### config.mk
export PLATFORM = sky130hd
export DESIGN_NAME = vx_barrier_unit
export DESIGN_NICKNAME = d
export VERILOG_FILES = /design/src/rtl/vx_barrier_unit.sv
export SDC_FILE = /design/constraint.sdc
export NUM_CORES = 1
export LEC_CHECK = 0
export ABC_AREA = 1
export BUFFER_PORTS_ARGS = -buffer_cell sky130_fd_sc_hd__buf_2
export CELL_PAD_IN_SITES_DETAIL_PLACEMENT = 0
export CELL_PAD_IN_SITES_GLOBAL_PLACEMENT = 2
export CORE_AREA = 2 2 83 85
export CTS_BUF_LIST = sky130_fd_sc_hd__clkbuf_4 sky130_fd_sc_hd__clkbuf_8
export DETAILED_ROUTE_END_ITERATION = 7
export DIE_AREA = 0 0 85 87
export PLACE_DENSITY = 0.81
export SYNTH_ARGS = -nofsm -noshare
export SYNTH_HDL_FRONTEND = slang
export SYNTH_SLANG_ARGS = --single-unit
### constraint.sdc
create_clock -name clk -period 2.3 [get_ports clk]
set_input_delay 0.69 -clock clk [delete_from_list [all_inputs] [get_ports clk]]
set_output_delay 0.69 -clock clk [all_outputs]
set_load 0.02 [all_outputs]
### src/rtl/vx_barrier_unit.sv
`default_nettype none
// +----------------------------------------------------------------------------+
// | Module      : vx_barrier_unit                                              |
// | Description : Warp barrier collector. Each of NUM_BARRIERS slots gathers   |
// |               arriving warps into a mask until the number of arrivals      |
// |               reaches req_size_m1+1. The slot then spends one cycle in     |
// |               RELEASE, pulsing release_valid/release_wmask, and returns to |
// |               IDLE.                                                        |
// | Ports       : clk, reset_n (async, active-low)                             |
// |               req_valid/req_wid/req_id/req_size_m1 -> req_ready            |
// |               stall_mask    : warps held at any barrier                    |
// |               release_valid : one-cycle release pulse                      |
// |               release_wmask : warps released this cycle                    |
// |               err_dup       : one-cycle pulse after a duplicate arrival    |
// | Revision    : 1.0 - initial release                                        |
// +----------------------------------------------------------------------------+
module vx_barrier_unit #(
  parameter int NUM_WARPS    = 4,
  parameter int NUM_BARRIERS = 4,
  localparam int NW_BITS     = $clog2(NUM_WARPS),
  localparam int NB_BITS     = $clog2(NUM_BARRIERS)
) (
  input  logic                 clk,
  input  logic                 reset_n,
  input  logic                 req_valid,
  input  logic [NW_BITS-1:0]   req_wid,
  input  logic [NB_BITS-1:0]   req_id,
  input  logic [NW_BITS-1:0]   req_size_m1,
  output logic                 req_ready,
  output logic [NUM_WARPS-1:0] stall_mask,
  output logic                 release_valid,
  output logic [NUM_WARPS-1:0] release_wmask,
  output logic                 err_dup
);

  localparam logic [1:0] c_IDLE    = 2'd0;
  localparam logic [1:0] c_COLLECT = 2'd1;
  localparam logic [1:0] c_RELEASE = 2'd2;

  logic [1:0]           w_state [NUM_BARRIERS];
  logic [NUM_WARPS-1:0] w_mask  [NUM_BARRIERS];

  logic [NUM_WARPS-1:0] w_onehot;
  logic [NUM_WARPS-1:0] w_stall;
  logic [NUM_WARPS-1:0] w_rel_mask;
  logic                 w_rel_valid;
  logic                 w_ready;
  logic                 w_dup;
  logic                 w_accept;
  logic                 w_arrive;
  logic                 r_err_dup;

  assign w_onehot = NUM_WARPS'(1) << req_wid;

  // Idle slots always hold a cleared mask, so the OR over non-idle slots is
  // also the OR over every slot mask; it doubles as the duplicate filter.
  always_comb begin
    w_stall     = '0;
    w_rel_mask  = '0;
    w_rel_valid = 1'b0;
    for (int b = 0; b < NUM_BARRIERS; b++) begin
      if (w_state[b] != c_IDLE) begin
        w_stall = w_stall | w_mask[b];
      end
      if (w_state[b] == c_RELEASE) begin
        w_rel_valid = 1'b1;
        w_rel_mask  = w_rel_mask | w_mask[b];
      end
    end
  end

  assign w_ready  = (w_state[req_id] != c_RELEASE);
  assign w_dup    = |(w_stall & w_onehot);
  assign w_accept = req_valid && w_ready;
  // A duplicate is accepted but must not touch any slot.
  assign w_arrive = w_accept && !w_dup;

  generate
    for (genvar b = 0; b < NUM_BARRIERS; b++) begin : g_slot
      logic [1:0]           r_state;
      logic [NUM_WARPS-1:0] r_mask;
      logic [NW_BITS-1:0]   r_count;
      logic [NW_BITS-1:0]   w_new_count;
      logic                 w_hit;

      // The counter holds arrivals-minus-one, so the first arrival lands at 0
      // and completion is a direct compare against size_m1.
      assign w_new_count = (r_state == c_IDLE) ? '0 : r_count + NW_BITS'(1);
      assign w_hit       = w_arrive && (req_id == NB_BITS'(b));

      always_ff @(posedge clk or negedge reset_n) begin
        if (!reset_n) begin
          r_state <= c_IDLE;
          r_mask  <= '0;
          r_count <= '0;
        end else if (r_state == c_RELEASE) begin
          r_state <= c_IDLE;
          r_mask  <= '0;
          r_count <= '0;
        end else if (w_hit) begin
          r_state <= (w_new_count == req_size_m1) ? c_RELEASE : c_COLLECT;
          r_mask  <= r_mask | w_onehot;
          r_count <= w_new_count;
        end
      end

      assign w_state[b] = r_state;
      assign w_mask[b]  = r_mask;
    end
  endgenerate

  always_ff @(posedge clk or negedge reset_n) begin
    if (!reset_n) begin
      r_err_dup <= 1'b0;
    end else begin
      r_err_dup <= w_accept && w_dup;
    end
  end

  assign req_ready     = w_ready;
  assign stall_mask    = w_stall;
  assign release_valid = w_rel_valid;
  assign release_wmask = w_rel_mask;
  assign err_dup       = r_err_dup;

endmodule
`default_nettype wire

==> key figures, run 1 <==
Routing
  • DR iter-0 viols: between 100 and 150
  • Routed wire length: around 6000 um
  • Drt drc: 0
  • Via count: between 2k and 2.5k
  • Via-to-Cell Ratio: between 4 and 5
  • TritonRoute pass-1 iters: 4
  • Drt wl/cell: 13.89 um
  • Final ANT Viol Nets: 0

STA
  • Slew HR: between 60% and 70%
  • Setup-failing EPs final: 0
  • Setup tns final: 0 ps
  • Worst Tran Pin Value: between 400 and 500 ps
  • Fmax: between 400 and 500 MHz
  • Final min period: around 2200 ps
  • Hold Violations, Final: 0
  • Crit share post-route: a little over nine tenths
  • RSZ-0062 raised after global routing: false
  • Slew Viols, Final: 0
  • Final hold slack: between 400 and 500 ps
  • Clk_skew: 12.33 ps

Flow run
  • Max Cap Viol: 0

Logic synthesis
  • Synth unique cells: 24
  • Compound-Gate Fraction of Synth Area: 7.539%
  • YS warnings: 0
  • Synth Area in Adders: 0%
  • Synth Area in Simple Gates: between 40% and 50%
  • Cell area after synthesis: between 2000 and 2500 um^2
  • Fraction of registers with async set/reset: 100.0%
  • Seq/Total Area, Yosys: roughly 38%
  • Mapped Cells: roughly 320
  • Syn_area_per_cell: approximately 6.9 um^2
  • Syn Nets: between 300 and 400
  • Proportion of synthesized area in mux cells: 0%
  • Synth Area in XOR/XNOR: under 10%
  • Primary FF master, synth: dfrtp_1
  • Main combinational cell family by area after synthesis: simple AND/OR/NAND/NOR gates
  • Post-synth EDFFs: 0
  • #FFs+latches synth: 33

Layout
  • Most common cell after layout, fill and taps aside: nand2_1
  • FILL cells: a little over 700
  • Area growth syn-to-layout: 18.50%
  • N_diodes: 0
  • Share of layout cells above drive strength 1: between 10% and 20%
  • Most frequent cells in the layout: 80 x nand2_1, 46 x nor2_1, 43 x inv_1
  • Reg area: between 800 and 900 um^2
  • Nets: ~360
  • Fin cells: around 430
  • Multi-input gate area: between 1000 and 1500 um^2

Clock tree
  • TritonCTS clock tree: done
  • Clk sink count: 33
  • Clk slew on worst S/H paths: approximately 80 ps
  • Worst-skew pair later-pin latency: between 200 and 300 ps
  • Root buffer cell: clkbuf_8
  • Clock buffer depth: 2
  • CTS buffer count: 5
  • H-tree depth: 2

Die
  • Starting density of the core: 33.35%
  • Core ar.: approximately 6600 um^2
  • Die ar.: 7395 um^2
  • Die height: just under 90 um
  • Ports: 20
  • Die width: roughly 85 um
  • FP Rows: 30

Setup path
  • Worst Setup End Kind: output port
  • CP required: between 1500 and 2000 ps
  • R2r setup slk: approximately 370 ps
  • R2R cell count: 12
  • Worst path arrival time: approximately 1500 ps
  • Critical-path maximum fanout: 5
  • Reg-to-reg endpoint: g_slot[2].r_mask[0]
  • Setup CP Type: register to output port
  • Worst r2r src: g_slot[0].r_state[0]
  • Startpoint Class: register

Hold path
  • Worst hold path type: input pin to asynchronous set/reset pin

Placement
  • Port Buffer Count: 19
  • DP HPWL: 4614 um
  • Cell Count Post-Placement: 425
  • Placer Congestion: between 0.7 and 0.8

Power
  • Comb pwr share: a little over half
  • P_sw: 1.492 mW
  • Internal power: around 1.7 mW
  • Pleak: approximately 1.4 nW
  • Clock group share of total power: 14.4%
  • Part of the power in registers: between 30% and 40%
  • Pwr Total: approximately 3.2 mW
  • Worst ir drop on vdd: ~0.00049 V
  • Pwr dens: 1225 nW/um^2
  • Switching Fraction: between 40% and 50%

Status
  • Outcome: completed

Global route
  • GRT Residual Overflow: 0
  • Largest net degree at the start of global routing: 34
  • Global-route wire length before repair: approximately 10000 um
  • Initial antenna violation count: 0
  • Vias in the first global route: just over 2k
  • GRT Total Usage: 17.31%
power by group through the flow:
stage / registers, mW / logic, mW / clock network (mW)
after floorplan: 1.04 / 1.21 / 0
after global placement: 1.07 / 1.63 / 0
after detailed placement: 1.07 / 1.63 / 0
after CTS: 1.07 / 1.64 / 0.465
after global routing: 1.11 / 1.87 / 0.490
final: 1.07 / 1.66 / 0.459
how the worst max path moves through the flow:
| stage | depth (start not counted) | startpoint | end | slack, ps |
|---|---|---|---|---|
| 3_3_place_gp | 7 | req_id[0] | req_ready | 200 |
| 3_5_place_dp | 7 | req_id[0] | req_ready | 200 |
| 2_1_floorplan | 5 | g_slot[3].r_state[1] | release_wmask[0] | 120 |
| 4_1_cts | 7 | g_slot[0].r_state[1] | release_wmask[1] | -20 |
| 5_1_grt | 5 | g_slot[3].r_state[1] | release_wmask[0] | 4 |
| 6_report | 7 | g_slot[0].r_state[1] | release_wmask[3] | 100 |
cell usage after synthesis (2+ instances only):
| library cell | count | area (um^2) |
|---|---|---|
| nand2_1 | 80 | 300.3 |
| nand2_4 | 5 | 56.30 |
| clkbuf_1 | 3 | 11.26 |
| nor3_1 | 2 | 10.01 |
| dfrtp_1 | 33 | 825.8 |
| nand3_4 | 4 | 70.07 |
| a21oi_1 | 16 | 80.08 |
| o22ai_1 | 4 | 25.02 |
| nand3_1 | 37 | 185.2 |
| nor2_4 | 4 | 45.04 |
| o21ai_0 | 12 | 60.06 |
| nand2_2 | 3 | 18.77 |
| xnor2_1 | 7 | 61.31 |
| inv_1 | 44 | 165.2 |
| nor2_1 | 48 | 180.2 |
| nand4_1 | 6 | 37.54 |
timing repair:
item                                    4_1_cts  5_1_grt
endpoints found under the setup margin        4        5
buffers inserted                              0        1
gates resized for setup                       2        6
hold buffers                                  0        0
critical path, cell delays in order (launching register included):
cell and delay, ps:
dfrtp_2 420, inv_1 60, nor2_2 130, inv_2 90
o22ai_1 200, a21oi_1 70, o21ai_0 70, buf_2 180
cell families after synthesis:
logic type | count (synthesis)
buf+inv | 51
xor+xnor | 8
simple gates | 192
flops | 33
compound gates | 32
final cells by class:
cell class                 instances  area share [%]
clock buffer                       6           2.940
clock inverter                     2          0.3855
inverter                          47           6.892
multi-input combinational        232           46.02
sequential                        33           31.90
tap                               80           3.855
timing repair buffer              34           8.000
flip-flops by register name, summed over array words and instances, names as in the netlist:
| register | count |
|---|---|
| g_slot.r_state | 8 |
| g_slot.r_mask | 16 |
| g_slot.r_count | 8 |
| err_dup | 1 |
layer usage:
layer / track usage, % / vias up / share of wire, %
met1: 23.18 / 959 / 49
met4: 4.762 / 0 / 1.0
met5: 0 / - / 0
met2: 29.12 / 27 / 47
li1: - / 1077 / -
met3: 2.654 / 6 / 2.5
metrics by stage:
stage	instance area (um^2)	utilization [%]	worst slack, ps
floorplan	2191	-	116.8
global placement	2476	37.70	200.1
detailed placement	2476	37.70	202.7
CTS	2566	39.07	-15.57
global route	2596	39.52	3.973
finish	2596	39.52	97.15
(Power assumes the default switching activity.)
==> inputs of run 2 (changes only) <==
Settings changed: SETUP_SLACK_MARGIN from default to 0.2.
==> run 2 against run 1 <==
Compared with the run above:
- sequential cell count unchanged
- sequential power barely moved
- die area is the same
- clock skew fell by 1.6 ps
- final cell count up 4.1%
- setup slack improved by 91 ps
- first-iteration DRC count is 25% higher
- clock power is 0.9% higher
- non-clock buffer count up 14
- hold slack worse by 1.1 ps
- critical path depth down 1
- register-to-register slack got worse by 90 ps
- critical endpoint is now stall_mask[1]
- highest routed layer unchanged
==> key figures, run 2 (synthesis gave the netlist of run 1 again) <==
Power
  • Pwr dens: 1248 nW/um^2 (+1.9%)
  • Pleak: 1.496 nW (+8.6%)
  • Worst ir drop on vdd: 0.0006927 V (+40%)
  • Pwr Total: 3.615 mW (+14%)

STA
  • Hold Violations, Final: 0 (unchanged)
  • Clk_skew: 10.69 ps (-1.637 ps)
  • Slew HR: 69.50% (-0.10 points)
  • Crit share post-route: 91.80% (-4.0 points)
  • RSZ-0062 raised after global routing: true
  • Final min period: 2112 ps (-91.34 ps)
  • Worst Tran Pin Value: 457.4 ps (+4.982 ps)
  • Setup-failing EPs final: 0 (unchanged)
  • Fmax: 473.6 MHz (+4.3%)
  • Setup tns final: 0 ps (unchanged)
  • Slew Viols, Final: 0 (unchanged)

Setup path
  • Worst Setup End Kind: output port
  • Slowest stage delay, CP: 400 ps (-20 ps)
  • Startpoint Class: register
  • Kind of cell adding the most delay to the critical path: simple AND/OR/NAND/NOR gates
  • Setup CP Type: register to output port
  • CP required: 1610 ps (about the same)
  • Critical-path maximum fanout: 5 (unchanged)
  • Worst path arrival time: 1420 ps (-90 ps)
  • Critical path, cell by cell: buf_6 -> nor2_4 -> nor2_1 -> nor2_1 -> nand2_1 -> buf_6
  • Crit-path slowest cell: dfrtp_1
  • Buffers and inverters on the worst path: 2 (-1)

Hold path
  • Worst hold path type: input pin to asynchronous set/reset pin

Global route
  • Largest net degree at the start of global routing: 34 (unchanged)
  • Global-route wire length before repair: 10140 um (+1.7%)
  • GRT Total Usage: 17.55% (+0.24 points)
  • Initial antenna violation count: 0 (unchanged)
  • GRT Residual Overflow: 0 (unchanged)
  • Vias in the first global route: 2059 (+1.9%)

Clock tree
  • H-tree depth: 2 (unchanged)
  • Worst-skew pair later-pin latency: 290 ps (about the same)
  • TritonCTS clock tree: done
  • CTS Hold Bufs: 0 (unchanged)
  • CTS buffer count: 5 (unchanged)
  • Clk slew on worst S/H paths: 80 ps (about the same)
  • Root buffer cell: clkbuf_8
  • Clock buffer depth: 2 (unchanged)
  • Clk sink count: 33 (unchanged)

Layout
  • Share of layout cells above drive strength 1: 27.96% (+8.2 points)
  • Top flop regs: g_slot.r_mask: 16 flops, g_slot.r_count: 8 flops, g_slot.r_state: 8 flops
  • Number of flip-flops in the largest register: 16 (unchanged)
  • Area growth syn-to-layout: 32.15%
  • Most common cell after layout, fill and taps aside: nand2_1
  • Most frequent cells in the layout: 79 x nand2_1, 40 x nor2_1, 39 x inv_1
  • Top reg by flops: g_slot.r_mask
  • Fin util: 44.08% (+4.6 points)
  • Nets: 380 (+5.0%)
  • N_diodes: 0 (unchanged)

Flow run
  • Max Cap Viol: 0 (unchanged)

Die
  • Core ar.: 6569 um^2 (unchanged)
  • Die ar.: 7395 um^2 (unchanged)
  • Ports: 20 (unchanged)
  • Starting density of the core: 33.35% (unchanged)
  • Die width: 85 um (unchanged)
  • FP Rows: 30 (unchanged)
  • Die height: 87 um (unchanged)

Routing
  • DR iter-0 viols: 132 (+25%)
  • Drt wl/cell: 14.80 um (+6.5%)
  • Via count: 2223 (+7.4%)
  • Final ANT Viol Nets: 0 (unchanged)
  • Via-to-Cell Ratio: 4.918 (+3.2%)
  • TritonRoute pass-1 iters: 5 (+1)
  • Drt drc: 0 (unchanged)
  • Routed wire length: 6688 um (+11%)

Placement
  • Placer Congestion: 0.7514 (unchanged)
  • Port Buffer Count: 19 (unchanged)
  • DP HPWL: 4614 um (unchanged)

Status
  • Outcome: completed
run 2: changes by cell type in the layout (fill, tap and decap cells not counted), moves of 3 or more:
| cell | delta |
|---|---|
| inv_2 | +3 |
| nand3_2 | +3 |
| nor2_2 | +5 |
| buf_4 | +8 |
| inv_1 | -4 |
| buf_2 | -9 |
| nor2_1 | -6 |
| buf_6 | +13 |
run 2: metal layers:
metal  track usage, %  share of wire, %  up-vias
met1            23.30                49     1060
met2            29.90                47       36
met3            2.559               3.0        6
met4            4.762              0.94        0
met5                0                 0        -
li1                 -                 -     1121
run 2: worst paths after layout:
path                                      startpoint              endpoint  slack (ps)  depth (start not counted)
worst max register to register  g_slot[1].r_state[0]  g_slot[3].r_state[1]         280                         14
max in group asynchronous                    reset_n  g_slot[2].r_state[0]        1520                          2
worst min-delay path                         reset_n   g_slot[0].r_mask[0]         420                          2
worst min register to register   g_slot[1].r_mask[2]   g_slot[1].r_mask[2]         520                          2
min in group clk                 g_slot[1].r_mask[2]   g_slot[1].r_mask[2]         520                          2
worst max-delay path            g_slot[1].r_state[0]         stall_mask[1]         190                          6
run 2: layout make-up:
type                            count  area (um^2)
Clock inverter                      2        10.01
Sequential cell                    33        830.8
Inverter                           47        181.4
Fill cell                         690         3674
Timing Repair Buffer               48        404.1
Tap cell                           80        100.1
Multi-Input combinational cell    236         1292
Clock buffer                        6        76.32
run 2: power breakdown:
group / switching, mW / internal [mW] / total (mW)
clock: 0.241 / 0.222 / 0.463
sequential: 0.220 / 0.845 / 1.06
combinational: 1.19 / 0.896 / 2.09
total: 1.65 / 1.96 / 3.61
run 2: worst reg2reg max path, stage by stage (launching register included):
cell	delay [ps]
dfrtp_1	400
buf_6	130
nor2_4	200
nor2_1	60
nor2_1	100
nand2_1	100
buf_4	150
nand2_4	80
nand2_8	80
nor2_8	140
buf_12	140
nand3_4	130
nand2_4	140
nand2_1	60
nand2_1	60
run 2: repair_timing:
action | CTS | global route
gates resized for setup | 21 | 33
endpoints found under the setup margin | 9 | 42
buffers inserted | 6 | 9
pin swaps | 3 | 19
hold endpoints to repair | 0 | 0
gates cloned | 0 | 4
run 2: metrics by stage:
| stage | setup slack, ps | cells | cell area (um^2) | hold slack [ps] |
|---|---|---|---|---|
| after floorplan | 116.8 | 316 | 2191 | 394.4 |
| after global placement | 200.1 | 425 | 2476 | 491.1 |
| after detailed placement | 202.7 | 425 | 2476 | 495.7 |
| after CTS | 162.7 | 439 | 2671 | 443.5 |
| after global routing | 107.2 | 452 | 2895 | 460.1 |
| final | 188.5 | 452 | 2895 | 421.1 |
==> inputs of run 3 (changes only) <==
Settings changed: CORE_AREA 2 2 83 85 to 2 2 88 90, DIE_AREA 0 0 85 87 to 0 0 90 92, PLACE_DENSITY 0.81 to 0.76.
Clock period 2.3 ns to 1.9 ns, I/O delays scaled along.
==> run 3 against run 2 <==
Compared with the run above:
- cell area is 13% higher
- total power rose by 31%
- critical endpoint unchanged
- clock power up 11%
- die area grew 12%
- the run now ends with negative setup slack left
- global-route usage rose by 1.0 points
- largest power group unchanged
- core utilization shrank 0.14 points
- non-clock buffer count rose by 21
- via count is 2.7% higher
- wire length increased by 6.0%
==> key figures, run 3 (synthesis gave the netlist of run 1 again) <==
Clock tree
  • CTS Hold Bufs: 0 (unchanged)
  • Worst-skew pair later-pin latency: 290 ps (about the same)
  • Clk sink count: 33 (unchanged)
  • Clock buffer depth: 2 (unchanged)
  • TritonCTS clock tree: done
  • H-tree depth: 2 (unchanged)
  • Root buffer cell: clkbuf_8
  • CTS buffer count: 5 (unchanged)
  • Clk slew on worst S/H paths: 70 ps (about the same)

Die
  • Core ar.: 7447 um^2 (+13%)
  • Die ar.: 8280 um^2 (+12%)
  • Ports: 20 (unchanged)
  • FP Rows: 32 (+6.7%)
  • Die width: 90 um (+5.9%)
  • Starting density of the core: 29.42% (-3.9 points)
  • Die height: 92 um (+5.7%)

Global route
  • Global-route wire length before repair: 12100 um (+19%)
  • Vias in the first global route: 2418 (+17%)
  • Largest net degree at the start of global routing: 34 (unchanged)
  • GRT Residual Overflow: 0 (unchanged)
  • GRT Total Usage: 18.58% (+1.0 points)
  • Initial antenna violation count: 0 (unchanged)

Placement
  • DP HPWL: 4768 um (+3.3%)
  • Cell Count Post-Placement: 460 (+8.2%)
  • Port Buffer Count: 19 (unchanged)
  • Placer Congestion: 0.7991 (+6.3%)

STA
  • Slew HR: 67.51% (-2.0 points)
  • Clk_skew: 6.854 ps (-3.836 ps)
  • Final hold slack: 314.8 ps (-106.3 ps)
  • Crit share post-route: 108.3%
  • Final min period: roughly 2100 ps
  • Setup tns final: -1416 ps (-1416 ps)
  • Hold Violations, Final: 0 (unchanged)
  • RSZ-0062 raised after global routing: true
  • Slew Viols, Final: 0 (unchanged)
  • Fmax: about 490 MHz
  • Setup-failing EPs final: 34 (+34)
  • Post-route setup slack: -156.9 ps (-345.4 ps)
  • Worst Tran Pin Value: 485.6 ps (+28.20 ps)

Routing
  • Via-to-Cell Ratio: 4.619 (-6.1%)
  • Via count: 2282 (+2.7%)
  • Drt drc: 0 (unchanged)
  • Final ANT Viol Nets: 0 (unchanged)
  • DR iter-0 viols: 145 (+9.8%)
  • Routed wire length: 7092 um (+6.0%)
  • TritonRoute pass-1 iters: 6 (+1)
  • Drt wl/cell: 14.36 um (-3.0%)

Power
  • Comb pwr share: 61.2% (+3.5 points)
  • Pleak: 1.628 nW (+8.8%)
  • Pwr dens: 1443 nW/um^2 (+16%)
  • P_sw: 2.142 mW (+30%)
  • Internal power: 2.578 mW (+31%)
  • Clock group share of total power: 10.9% (-1.9 points)
  • Part of the power in registers: 27.9% (-1.6 points)
  • Pwr Total: 4.721 mW (+31%)
  • Worst ir drop on vdd: 0.0004558 V (-34%)
  • Switching Fraction: 45.38% (-0.32 points)

Setup path
  • Worst r2r src: g_slot[0].r_state[0]
  • Critical-path maximum fanout: 4 (-1)
  • R2R cell count: 14 (unchanged)
  • R2r setup slk: -40 ps (-320 ps)
  • Startpoint Class: register
  • CP required: 1330 ps (-280 ps)
  • Setup CP Type: register to output port
  • Reg-to-reg endpoint: g_slot[1].r_mask[2]
  • Worst path arrival time: 1490 ps (+70 ps)
  • Worst Setup End Kind: output port

Layout
  • FILL cells: 795 (+15%)
  • Most common cell after layout, fill and taps aside: nand2_1
  • Multi-input gate area: 1459 um^2 (+13%)
  • N_diodes: 0 (unchanged)
  • Fin cells: 494 (+9.3%)
  • Top reg by flops: g_slot.r_mask
  • Nets: 402 (+5.8%)
  • Top flop regs: g_slot.r_mask: 16 flops, g_slot.r_count: 8 flops, g_slot.r_state: 8 flops
  • Share of layout cells above drive strength 1: 35.71% (+7.8 points)
  • Number of flip-flops in the largest register: 16 (unchanged)
  • Most frequent cells in the layout: 75 x nand2_1, 43 x buf_4, 42 x nor2_1
  • Reg area: 829.5 um^2 (-0.15%)
  • Area growth syn-to-layout: 49.34%

Status
  • Outcome: finished with violations
  • Failing checks: negative setup slack

Hold path
  • Worst hold path type: input pin to asynchronous set/reset pin

Flow run
  • Max Cap Viol: 0 (unchanged)
-- run 3: cell count changes in the layout (fill, tap and decap cells not counted), moves of 4 or more --
cell and change:
buf_4 +20, nand3_1 -6, nor2_2 -5, nand2_1 -4
nand3_2 +4, o21ai_4 +4
-- run 3: per-stage QoR --
step	setup slack (ps)	util [%]	cell area [um^2]
after floorplan	180.7	-	2271
after global placement	7.071	35.97	2679
after detailed placement	-1.238	35.97	2679
after CTS	-154.1	42.89	3194
after global routing	-234.8	43.93	3272
final	-156.9	43.93	3272
-- run 3: final cells by class --
class / count / share of cell area [%]
multi-input combinational: 237 / 44.59
timing repair buffer: 69 / 18.01
clock buffer: 5 / 2.103
clock inverter: 1 / 0.1530
tap: 102 / 3.901
sequential: 33 / 25.35
inverter: 47 / 5.889
-- run 3: power groups by stage --
stage	clock network, mW	registers, mW	logic (mW)
detailed placement	0	1.29	2.19
global placement	0	1.29	2.18
finish	0.516	1.31	2.89
floorplan	0	1.27	1.54
global route	0.560	1.36	3.21
CTS	0.527	1.31	2.77
-- run 3: metal layers --
layer / routed length, um / track usage, % / part of all wire [%]
met3: 263 / 3.533 / 3.7
met5: 0 / 0 / 0
met2: 3232 / 30.14 / 46
met4: 128 / 6.667 / 1.8
met1: 3468 / 24.78 / 49
-- run 3: worst max-delay path: stages, from the launching register on --
cell and delay, ps:
dfrtp_1 410, buf_6 140, nor2_4 120, buf_4 140, nor2_1 40, nor2_1 110, nand2_1 100, buf_6 150
-- run 3: timing repair --
item	in CTS	in global routing
pin swaps	23	8
endpoints found under the setup margin	42	43
resized for setup	56	16
setup buffers	19	4
cloned	5	0
-- run 3: worst max path at each step --
stage                                    start                    to  slack, ps  depth (start not counted)
final                     g_slot[0].r_state[0]         stall_mask[1]       -160                          7
after global routing      g_slot[0].r_state[1]         stall_mask[2]       -230                          7
after CTS                 g_slot[3].r_state[1]         stall_mask[3]       -150                          6
after detailed placement  g_slot[3].r_state[0]   g_slot[0].r_mask[0]         -1                         11
after global placement               req_id[0]  g_slot[3].r_state[1]          7                         12
after floorplan           g_slot[1].r_state[0]      release_wmask[0]        180                          6
